[config.mk]
export PLATFORM = sky130hd
export DESIGN_NAME = coin_input_ctrl_flat
export DESIGN_NICKNAME = d
export VERILOG_FILES = /design/src/rtl/coin_input_ctrl_if.sv /design/src/rtl/coin_input_ctrl.sv /design/src/flat_wrapper.sv
export SDC_FILE = /design/constraint.sdc
export NUM_CORES = 1
export LEC_CHECK = 0
export CAP_MARGIN = 10
export CORE_AREA = 2 2 90 92
export CTS_CLUSTER_SIZE = 28
export DETAILED_ROUTE_END_ITERATION = 8
export DIE_AREA = 0 0 92 94
export GPL_ROUTABILITY_DRIVEN = 0
export HOLD_SLACK_MARGIN = 0.15
export PLACE_DENSITY = 0.66
export SLEW_MARGIN = 20
export SYNTH_ARGS = -nofsm -noshare
export SYNTH_HDL_FRONTEND = slang
export SYNTH_SLANG_ARGS = --single-unit
[constraint.sdc]
create_clock -name clk -period 3.45 [get_ports clk]
set_clock_uncertainty 0.1 [all_clocks]
set_input_delay 0.69 -clock clk [delete_from_list [all_inputs] [get_ports clk]]
set_output_delay 0.69 -clock clk [all_outputs]
set_load 0.01 [all_outputs]
[src/rtl/coin_input_ctrl_if.sv]
`default_nettype none
// ============================================================================
// Module   : coin_input_ctrl_if
// Brief    : Coin token handshake between the coin front-end and the vending
//            state machine (valid/ready, token value, occupancy, overflow).
// Revision : 1.0 - initial release
// ============================================================================
interface coin_input_ctrl_if #(
  parameter int FIFO_DEPTH = 4
);
  localparam int CNT_W = $clog2(FIFO_DEPTH) + 1;

  logic             coin_valid;
  logic             pi_money;
  logic             coin_ready;
  logic [CNT_W-1:0] coin_cnt;
  logic             overflow;

  // Token producer side (the coin front-end)
  modport master (
    output coin_valid,
    output pi_money,
    output coin_cnt,
    output overflow,
    input  coin_ready
  );

  // Token consumer side (the vending state machine)
  modport slave (
    input  coin_valid,
    input  pi_money,
    input  coin_cnt,
    input  overflow,
    output coin_ready
  );
endinterface
`default_nettype wire

[src/rtl/coin_input_ctrl.sv]
`default_nettype none
// ============================================================================
// Module   : coin_input_ctrl
// Brief    : Synchronises and debounces the two active-low coin buttons,
//            turns each accepted press into a coin token and queues tokens in
//            a show-ahead FIFO presented with a valid/ready handshake.
//            Token encoding: 1 = 1 yuan, 0 = 0.5 yuan.
// Revision : 1.0 - initial release
// ============================================================================
module coin_input_ctrl #(
  parameter int CNT_MAX    = 999_999,
  parameter int FIFO_DEPTH = 4
) (
  input  wire logic         clk,
  input  wire logic         rst,
  input  wire logic         key_half_in,
  input  wire logic         key_one_in,
  coin_input_ctrl_if.master coin
);

  localparam int CNT_W = (CNT_MAX < 1) ? 1 : $clog2(CNT_MAX + 1);
  localparam int AW    = (FIFO_DEPTH < 2) ? 1 : $clog2(FIFO_DEPTH);
  localparam logic [CNT_W-1:0] CNT_LAST  = CNT_W'(CNT_MAX);
  localparam logic [AW:0]      DEPTH_CNT = (AW + 1)'(FIFO_DEPTH);

  // Key index 0 = 0.5-yuan button, 1 = 1-yuan button
  logic [1:0]       key_raw;
  logic [1:0]       sync1_q;
  logic [1:0]       sync2_q;
  logic [1:0]       deb_q;
  logic [1:0]       deb_dly_q;
  logic [1:0]       press_q;
  logic [CNT_W-1:0] dcnt_q [2];

  assign key_raw = {key_one_in, key_half_in};

  // Two-flop synchroniser, debounce counter and falling-edge press detector per key
  always_ff @(posedge clk or posedge rst) begin
    if (rst) begin
      sync1_q   <= 2'b11;
      sync2_q   <= 2'b11;
      deb_q     <= 2'b11;
      deb_dly_q <= 2'b11;
      press_q   <= 2'b00;
      for (int k = 0; k < 2; k++) begin
        dcnt_q[k] <= '0;
      end
    end else begin
      sync1_q   <= key_raw;
      sync2_q   <= sync1_q;
      deb_dly_q <= deb_q;
      press_q   <= deb_dly_q & ~deb_q;
      for (int k = 0; k < 2; k++) begin
        if (sync2_q[k] == deb_q[k]) begin
          dcnt_q[k] <= '0;
        end else if (dcnt_q[k] == CNT_LAST) begin
          deb_q[k]  <= sync2_q[k];
          dcnt_q[k] <= '0;
        end else begin
          dcnt_q[k] <= dcnt_q[k] + 1'b1;
        end
      end
    end
  end

  // Token arbitration: the 1-yuan token wins a simultaneous press, the half
  // token waits one cycle in the pending flag; extra half pulses merge into it.
  logic half_req;
  logic push;
  logic push_val;
  logic pend_q;
  logic pend_d;

  always_comb begin
    half_req = press_q[0] | pend_q;
    push     = press_q[1] | half_req;
    push_val = press_q[1];
    pend_d   = press_q[1] & half_req;
  end

  // Show-ahead FIFO
  logic [FIFO_DEPTH-1:0] mem_q;
  logic [AW-1:0]         wr_ptr_q;
  logic [AW-1:0]         rd_ptr_q;
  logic [AW:0]           cnt_q;
  logic                  overflow_q;
  logic                  pop;
  logic                  full;
  logic                  wr_en;

  assign pop   = coin.coin_valid & coin.coin_ready;
  assign full  = (cnt_q == DEPTH_CNT);
  assign wr_en = push & (~full | pop);

  // Pointer, storage, occupancy and overflow update; a full FIFO still
  // accepts a token in a cycle where the head is popped.
  always_ff @(posedge clk or posedge rst) begin
    if (rst) begin
      pend_q     <= 1'b0;
      mem_q      <= '0;
      wr_ptr_q   <= '0;
      rd_ptr_q   <= '0;
      cnt_q      <= '0;
      overflow_q <= 1'b0;
    end else begin
      pend_q     <= pend_d;
      overflow_q <= push & full & ~pop;
      if (wr_en) begin
        mem_q[wr_ptr_q] <= push_val;
        wr_ptr_q        <= wr_ptr_q + 1'b1;
      end
      if (pop) begin
        rd_ptr_q <= rd_ptr_q + 1'b1;
      end
      case ({wr_en, pop})
        2'b10:   cnt_q <= cnt_q + 1'b1;
        2'b01:   cnt_q <= cnt_q - 1'b1;
        default: cnt_q <= cnt_q;
      endcase
    end
  end

  // Outputs derive from registers only, so coin_ready never reaches coin_valid
  assign coin.coin_valid = (cnt_q != '0);
  assign coin.pi_money   = coin.coin_valid & mem_q[rd_ptr_q];
  assign coin.coin_cnt   = cnt_q;
  assign coin.overflow   = overflow_q;

endmodule
`default_nettype wire

[src/flat_wrapper.sv]
// flat-port wrapper written by rule: the top's interface ports become plain ports
module coin_input_ctrl_flat 
#(
  parameter int CNT_MAX    = 999_999,
  parameter int FIFO_DEPTH = 4
)
  (clk, rst, key_half_in, key_one_in, coin_coin_valid, coin_pi_money, coin_coin_cnt, coin_overflow, coin_coin_ready);
  coin_input_ctrl_if #(.FIFO_DEPTH(FIFO_DEPTH)) coin_i ();
  input  wire logic clk;
  input  wire logic rst;
  input  wire logic key_half_in;
  input  wire logic key_one_in;
  output wire logic [$bits(coin_i.coin_valid)-1:0] coin_coin_valid;
  output wire logic [$bits(coin_i.pi_money)-1:0] coin_pi_money;
  output wire logic [$bits(coin_i.coin_cnt)-1:0] coin_coin_cnt;
  output wire logic [$bits(coin_i.overflow)-1:0] coin_overflow;
  input wire logic [$bits(coin_i.coin_ready)-1:0] coin_coin_ready;
  assign coin_coin_valid = coin_i.coin_valid;
  assign coin_pi_money = coin_i.pi_money;
  assign coin_coin_cnt = coin_i.coin_cnt;
  assign coin_overflow = coin_i.overflow;
  assign coin_i.coin_ready = coin_coin_ready;
  coin_input_ctrl #(.CNT_MAX(CNT_MAX), .FIFO_DEPTH(FIFO_DEPTH)) u_core (.clk(clk), .rst(rst), .key_half_in(key_half_in), .key_one_in(key_one_in), .coin(coin_i));
endmodule
==> results of run 1 <==
==> kinds of logic (layout without fill, tap and decap cells) <==
family                   count (synthesis)  count (layout)  share of synthesized area, %
AND/OR/NAND/NOR                        127             127                          22.6
XOR/XNOR                                36              36                          10.5
multiplexers                             8               8                          3.33
adder cells (fa/ha/maj)                  8               8                          3.58
flip-flops                              63              63                          52.8
buffers and inverters                   18              42                          2.62
AO/OA/AOI/OAI                           21              21                          4.58
==> critical path: stages <==
cell	delay [ns]
clkdlybuf4s50_1	0.41
or4b_2	0.63
o31a_1	0.22
inv_1	0.10
ha_1	0.18
inv_1	0.06
fa_1	0.38
xor2_1	0.16
nor2_1	0.11
xor2_1	0.16
==> sequential cells by signal, indices dropped and copies added (netlist names) <==
name and cells:
u_core.dcnt_q 40, u_core.coin.coin_cnt 3, u_core.sync2_q 2, u_core.wr_ptr_q 2, u_core.rd_ptr_q 2, u_core.pend_q 1, u_core.press_q 2, u_core.coin.overflow 1
u_core.deb_dly_q 2, u_core.deb_q 2, u_core.mem_q 4, u_core.sync1_q 2
==> cell usage after synthesis, types with 2 or more instances <==
| library cell | n | share of area [%] |
|---|---|---|
| mux2_2 | 6 | 2.2 |
| ha_1 | 7 | 2.9 |
| or4_1 | 2 | 0.50 |
| inv_1 | 12 | 1.5 |
| nor4b_1 | 2 | 0.58 |
| nor2b_1 | 3 | 0.62 |
| xnor2_1 | 23 | 6.7 |
| nand4b_1 | 3 | 0.87 |
| dfrtp_1 | 55 | 46 |
| or3_1 | 6 | 1.2 |
| o31ai_1 | 3 | 0.75 |
| nand2_1 | 20 | 2.5 |
| dfstp_2 | 8 | 7.0 |
| xor2_1 | 13 | 3.8 |
| nor2_1 | 38 | 4.7 |
| nor4_1 | 11 | 2.3 |
| a21oi_1 | 7 | 1.2 |
| buf_2 | 3 | 0.50 |
| and2_1 | 5 | 1.0 |
| o21ai_0 | 5 | 0.83 |
| and4_1 | 3 | 0.87 |
| clkbuf_1 | 2 | 0.25 |
| nand4_1 | 8 | 1.7 |
| nor3_1 | 7 | 1.2 |
| nand3_1 | 13 | 2.2 |
==> worst min path at each step <==
stage | startpoint | to | cells after the start
2_1_floorplan | u_core.sync1_q[0]$_DFF_PP1_ | u_core.sync2_q[0]$_DFF_PP1_ | 0
3_3_place_gp | u_core.sync1_q[0]$_DFF_PP1_ | u_core.sync2_q[0]$_DFF_PP1_ | 0
3_5_place_dp | u_core.sync1_q[1]$_DFF_PP1_ | u_core.sync2_q[1]$_DFF_PP1_ | 0
4_1_cts | u_core.sync1_q[1]$_DFF_PP1_ | u_core.sync2_q[1]$_DFF_PP1_ | 0
5_1_grt | u_core.sync1_q[0]$_DFF_PP1_ | u_core.sync2_q[0]$_DFF_PP1_ | 0
6_report | u_core.sync1_q[1]$_DFF_PP1_ | u_core.sync2_q[1]$_DFF_PP1_ | 0
==> power by group through the flow <==
stage          Clock (mW)  Sequential (mW)  Combinational (mW)
2_1_floorplan           0            0.767              0.0281
3_3_place_gp            0            0.768              0.0437
3_5_place_dp            0            0.768              0.0448
4_1_cts             0.680            0.754              0.0447
5_1_grt             0.721            0.756              0.0514
6_report            0.659            0.754              0.0426
==> metrics by stage <==
stage	setup WS (ns)	utilization, %	hold slack, ns	instance area (um^2)	power, mW
2_1_floorplan	0.646	-	0.245	3000	0.795
3_3_place_gp	0.243	42.5	0.245	3240	0.812
3_5_place_dp	0.160	42.5	0.247	3240	0.813
4_1_cts	0.530	45.2	0.258	3440	1.48
5_1_grt	0.423	45.2	0.265	3440	1.53
6_report	0.529	45.2	0.257	3440	1.46
==> layout make-up <==
type	count	area share, %
inverter	12	1.31
timing repair buffer	14	3.78
clock buffer	10	4.00
multi-input combinational	200	39.1
sequential	63	46.1
clock inverter	6	1.96
tap	102	3.71
==> metal layers <==
layer	track usage [%]	vias to the layer above	wire, um
li1	-	1016	-
met1	18.7	1007	2550
met2	20.8	24	2310
met3	3.21	12	138
met4	9.20	0	153
met5	0	-	0
==> flow_summary.yaml, run 1 <==
power:
  ir_drop_mv: 0.234
  seqPwrFrac_pct: 51.8
  p_per_area_nw_per_um2: 423
  internal-power_mw: 1.12
  switchingPower_uw: 337
  p_clk_share_pct: 45.3
  leakagePower_nw: 1.41
  p_comb_share_pct: 2.9
  switching_share_pct: 23.1
routing:
  vias_per_cell: 5.06
  drt-initial-drc-count: 89
  routedWlPerCell_um: 12.7
  routed_wl_mm: 5.15
  drtAntennaViolNets: 0
  drt_first_pass_iters: 4
  vias: 2059
  drcViolationCount: 0
cells_and_area:
  register_area_um2: 1590
  area.growth.synth_to_final_pct: 14.5
  drive_gt1_share_pct: 14.4
  fillers: 718
  multi_input_area_um2: 1350
  final_common_cell: "dfrtp_1"
  layout_common_cells: "55 x dfrtp_1, 38 x nor2_1, 23 x xnor2_1"
  fin_nets: 313
  finalNonFillerCells: 407
  antenna_cells: 0
setup_path:
  arrival_ns: 3.09
  ff2ff_path_depth: 9
  worstSetupStartpointType: "input pin"
  endpoint: "u_core.coin.coin_cnt[2]$_DFFE_PP0P_"
  cp_data_required_time_ns: 3.62
  startpoint: "coin_coin_ready"
  crit_fanout: 8
  reg2reg_from: "u_core.coin.coin_cnt[1]$_DFFE_PP0P_"
  r2r_slack_ns: 0.80
  r2r_end: "u_core.coin.coin_cnt[2]$_DFFE_PP0P_"
  endpoint_kind: "register"
  path_class: "input pin to register"
clocking:
  cts_resized: 0
  ctsHtreeMaxLevel: 3
  clk_path_buf_depth: 2
  cts_buffers: 9
  clk_pin_slew_ns: 0.08
  post_cts_buffers: 0
  cts_tree: "done"
  hold_buffers: 0
  clk_latency_ns: 0.35
  cts_root_buf: "clkbuf_8"
  clock_sinks: 63
floorplanning:
  io_pins: 11
  die_y_um: 94
  die_area_um2: 8650
  start_util_pct: 39.5
  die_x_um: 92
  row_count: 32
  core_um2: 7610
placement:
  dp.cells: 391
  port_buffers: 10
  dp_hpwl_mm: 3.56
synth:
  mappedNetlistArea_um2: 3000
  yosys_warnings: 0
  synth-edff-count: 0
  synthDistinctLibCells: 41
  syn_nets: 294
  synth_ff_type: "dfrtp_1"
  avgSynthCellArea_um2: 10.7
  async_reset_ff_share_pct: 100
  yosysSeqAreaShare_pct: 52.8
  synth_cells: 281
  synth-seq-cells: 63
hold_path:
  worstHoldPathType: "register to register"
sta:
  fin_crit_sh_pct: 84.7
  clock.fmax_mhz: 342
  setup_viol: 0
  report.final.slew_viol_count: 0
  timing_hold_violations_final: 0
  rsz0062_at_grt: "no"
  relSlewSlack_pct: 48.5
  finalSetupTns_ns: 0
  worst_slew_pin_slew_ns: 0.772
  period_needed_ns: 2.92
global_routing:
  grt.overflow.total: 0
  grt_pass1_vias: 2091
  grt_pass1_wl_mm: 9.55
  antenna_found_initial: 0
  grt_max_degree: 39
  grt_use_total_pct: 14.1
run_status:
  outcome: "completed"
flow_run:
  maxCapViolCount: 0
(Power assumes the default switching activity.)
==> run 2, diff against run 1 <==
Clock period 3.45 ns to 2.9 ns, I/O delays scaled along.
==> run 2 against run 1 <==
Via count rose by 0.19%; worst hold slack barely moved; sequential cell count did not move; non-clock buffer count rose by 3; setup slack got worse by 0.34 ns; first-iteration DRC count fell by 10%; cell count rose by 0.74%; combinational power rose by 25%; highest routed layer unchanged.
==> flow_summary.yaml, run 2 (same netlist as run 1, synthesis figures left out) <==
floorplanning:
  core_um2: 7610
  die_y_um: 94
  die_area_um2: 8650
  row_count: 32
  start_util_pct: 39.5
  die_x_um: 92
  io_pins: 11
cells_and_area:
  fillers: 727
  area.growth.synth_to_final_pct: 15.5
  layout_common_cells: "55 x dfrtp_1, 38 x nor2_1, 23 x xnor2_1"
  finalNonFillerCells: 410
  fin_area_um2: 3470
  final_util_pct: 45.6
  register_area_um2: 1590
  largest_reg_flops: 40
  largest-register: "u_core.dcnt_q"
  final_common_cell: "dfrtp_1"
  multi_input_area_um2: 1350
  fin_nets: 316
  antenna_cells: 0
  drive_gt1_share_pct: 14.9
placement:
  place_area_um2: 3270
  dp.cells: 394
  port_buffers: 10
  post-place-ws_ns: -0.142
  dp_hpwl_mm: 3.44
routing:
  vias: 2063
  drcViolationCount: 0
  routedWlPerCell_um: 12.5
  drt-initial-drc-count: 80
  drtAntennaViolNets: 0
  drt_first_pass_iters: 4
  vias_per_cell: 5.03
  routed_wl_mm: 5.14
hold_path:
  worstHoldPathType: "register to register"
power:
  leakagePower_nw: 1.42
  power_mw: 1.71
  p_per_area_nw_per_um2: 492
  ir_drop_mv: 0.214
sta:
  clock.fmax_mhz: 369
  worst_slew_pin_slew_ns: 0.581
  report.final.slew_viol_count: 0
  relSlewSlack_pct: 60.9
  fin_crit_sh_pct: 93.4
  period_needed_ns: 2.71
  rsz0062_at_grt: "no"
  setup_viol: 0
  holdWs_ns: 0.257
  finalSetupTns_ns: 0
  setup_ws_ns: 0.192
  timing_hold_violations_final: 0
setup_path:
  path_class: "input pin to register"
  worstSetupStartpointType: "input pin"
  endpoint_kind: "register"
  cp_data_required_time_ns: 3.05
  crit_fanout: 2
  arrival_ns: 2.86
clocking:
  clk_path_buf_depth: 2
  cts_buffers: 9
  post_cts_buffers: 0
  clk_pin_slew_ns: 0.07
  cts_resized: 0
  clock_sinks: 63
  cts_root_buf: "clkbuf_8"
  ctsHtreeMaxLevel: 3
  clk_latency_ns: 0.34
  hold_buffers: 0
  cts_tree: "done"
global_routing:
  grt_pass1_wl_mm: 9.21
  grt_max_degree: 64
  grt_use_total_pct: 13.8
  grt.overflow.total: 0
  grt_pass1_vias: 2030
  antenna_found_initial: 0
flow_run:
  maxCapViolCount: 0
run_status:
  outcome: "completed"
[run 2: cell count changes in the layout (fill, tap and decap cells not counted)]
cell and delta:
clkbuf_1 +1, clkinvlp_4 +1, buf_4 +2, inv_6 -2, buf_12 +1
[run 2: path summary, 6_finish.rpt]
| kind | slack [ns] | startpoint | end | depth (start not counted) |
|---|---|---|---|---|
| worst min-delay path | 0.26 | u_core.sync1_q[0]$_DFF_PP1_ | u_core.sync2_q[0]$_DFF_PP1_ | 0 |
| worst max register to register | 0.37 | u_core.coin.coin_cnt[1]$_DFFE_PP0P_ | u_core.coin.coin_cnt[2]$_DFFE_PP0P_ | 9 |
| worst max-delay path | 0.19 | coin_coin_ready | u_core.coin.coin_cnt[2]$_DFFE_PP0P_ | 10 |
| min in group asynchronous | 0.53 | rst | u_core.dcnt_q[18]$_DFF_PP0_ | 3 |
| worst min register to register | 0.26 | u_core.sync1_q[0]$_DFF_PP1_ | u_core.sync2_q[0]$_DFF_PP1_ | 0 |
| max in group asynchronous | 1.85 | rst | u_core.deb_q[1]$_DFFE_PP1P_ | 3 |
[run 2: layer usage]
layer,wire (um),track usage [%],up-vias
met2,2270,20.2,34
met5,0,0,-
met4,144,8.33,0
met1,2570,18.4,998
met3,160,3.45,10
li1,-,-,1021
[run 2: area by class of cell]
class,count,area share (%)
Tap cell,102,3.68
Timing Repair Buffer,17,4.76
Clock buffer,11,4.08
Multi-Input combinational cell,200,38.8
Clock inverter,5,1.66
Sequential cell,63,45.7
Inverter,12,1.30
[run 2: power breakdown]
part           switching (mW)  internal, mW  leakage (nW)
Combinational          0.0338        0.0194         0.493
Clock                   0.336         0.419        0.0916
Sequential            0.00735         0.891         0.836
Total                   0.377          1.33          1.42
[run 2: critical path: stages]
cell and delay (ns):
clkdlybuf4s50_1 0.41, or4b_2 0.64, o31a_1 0.15, inv_1 0.07, ha_1 0.16, inv_1 0.05, fa_1 0.37, xor2_1 0.15
nor2_1 0.13, xor2_1 0.16
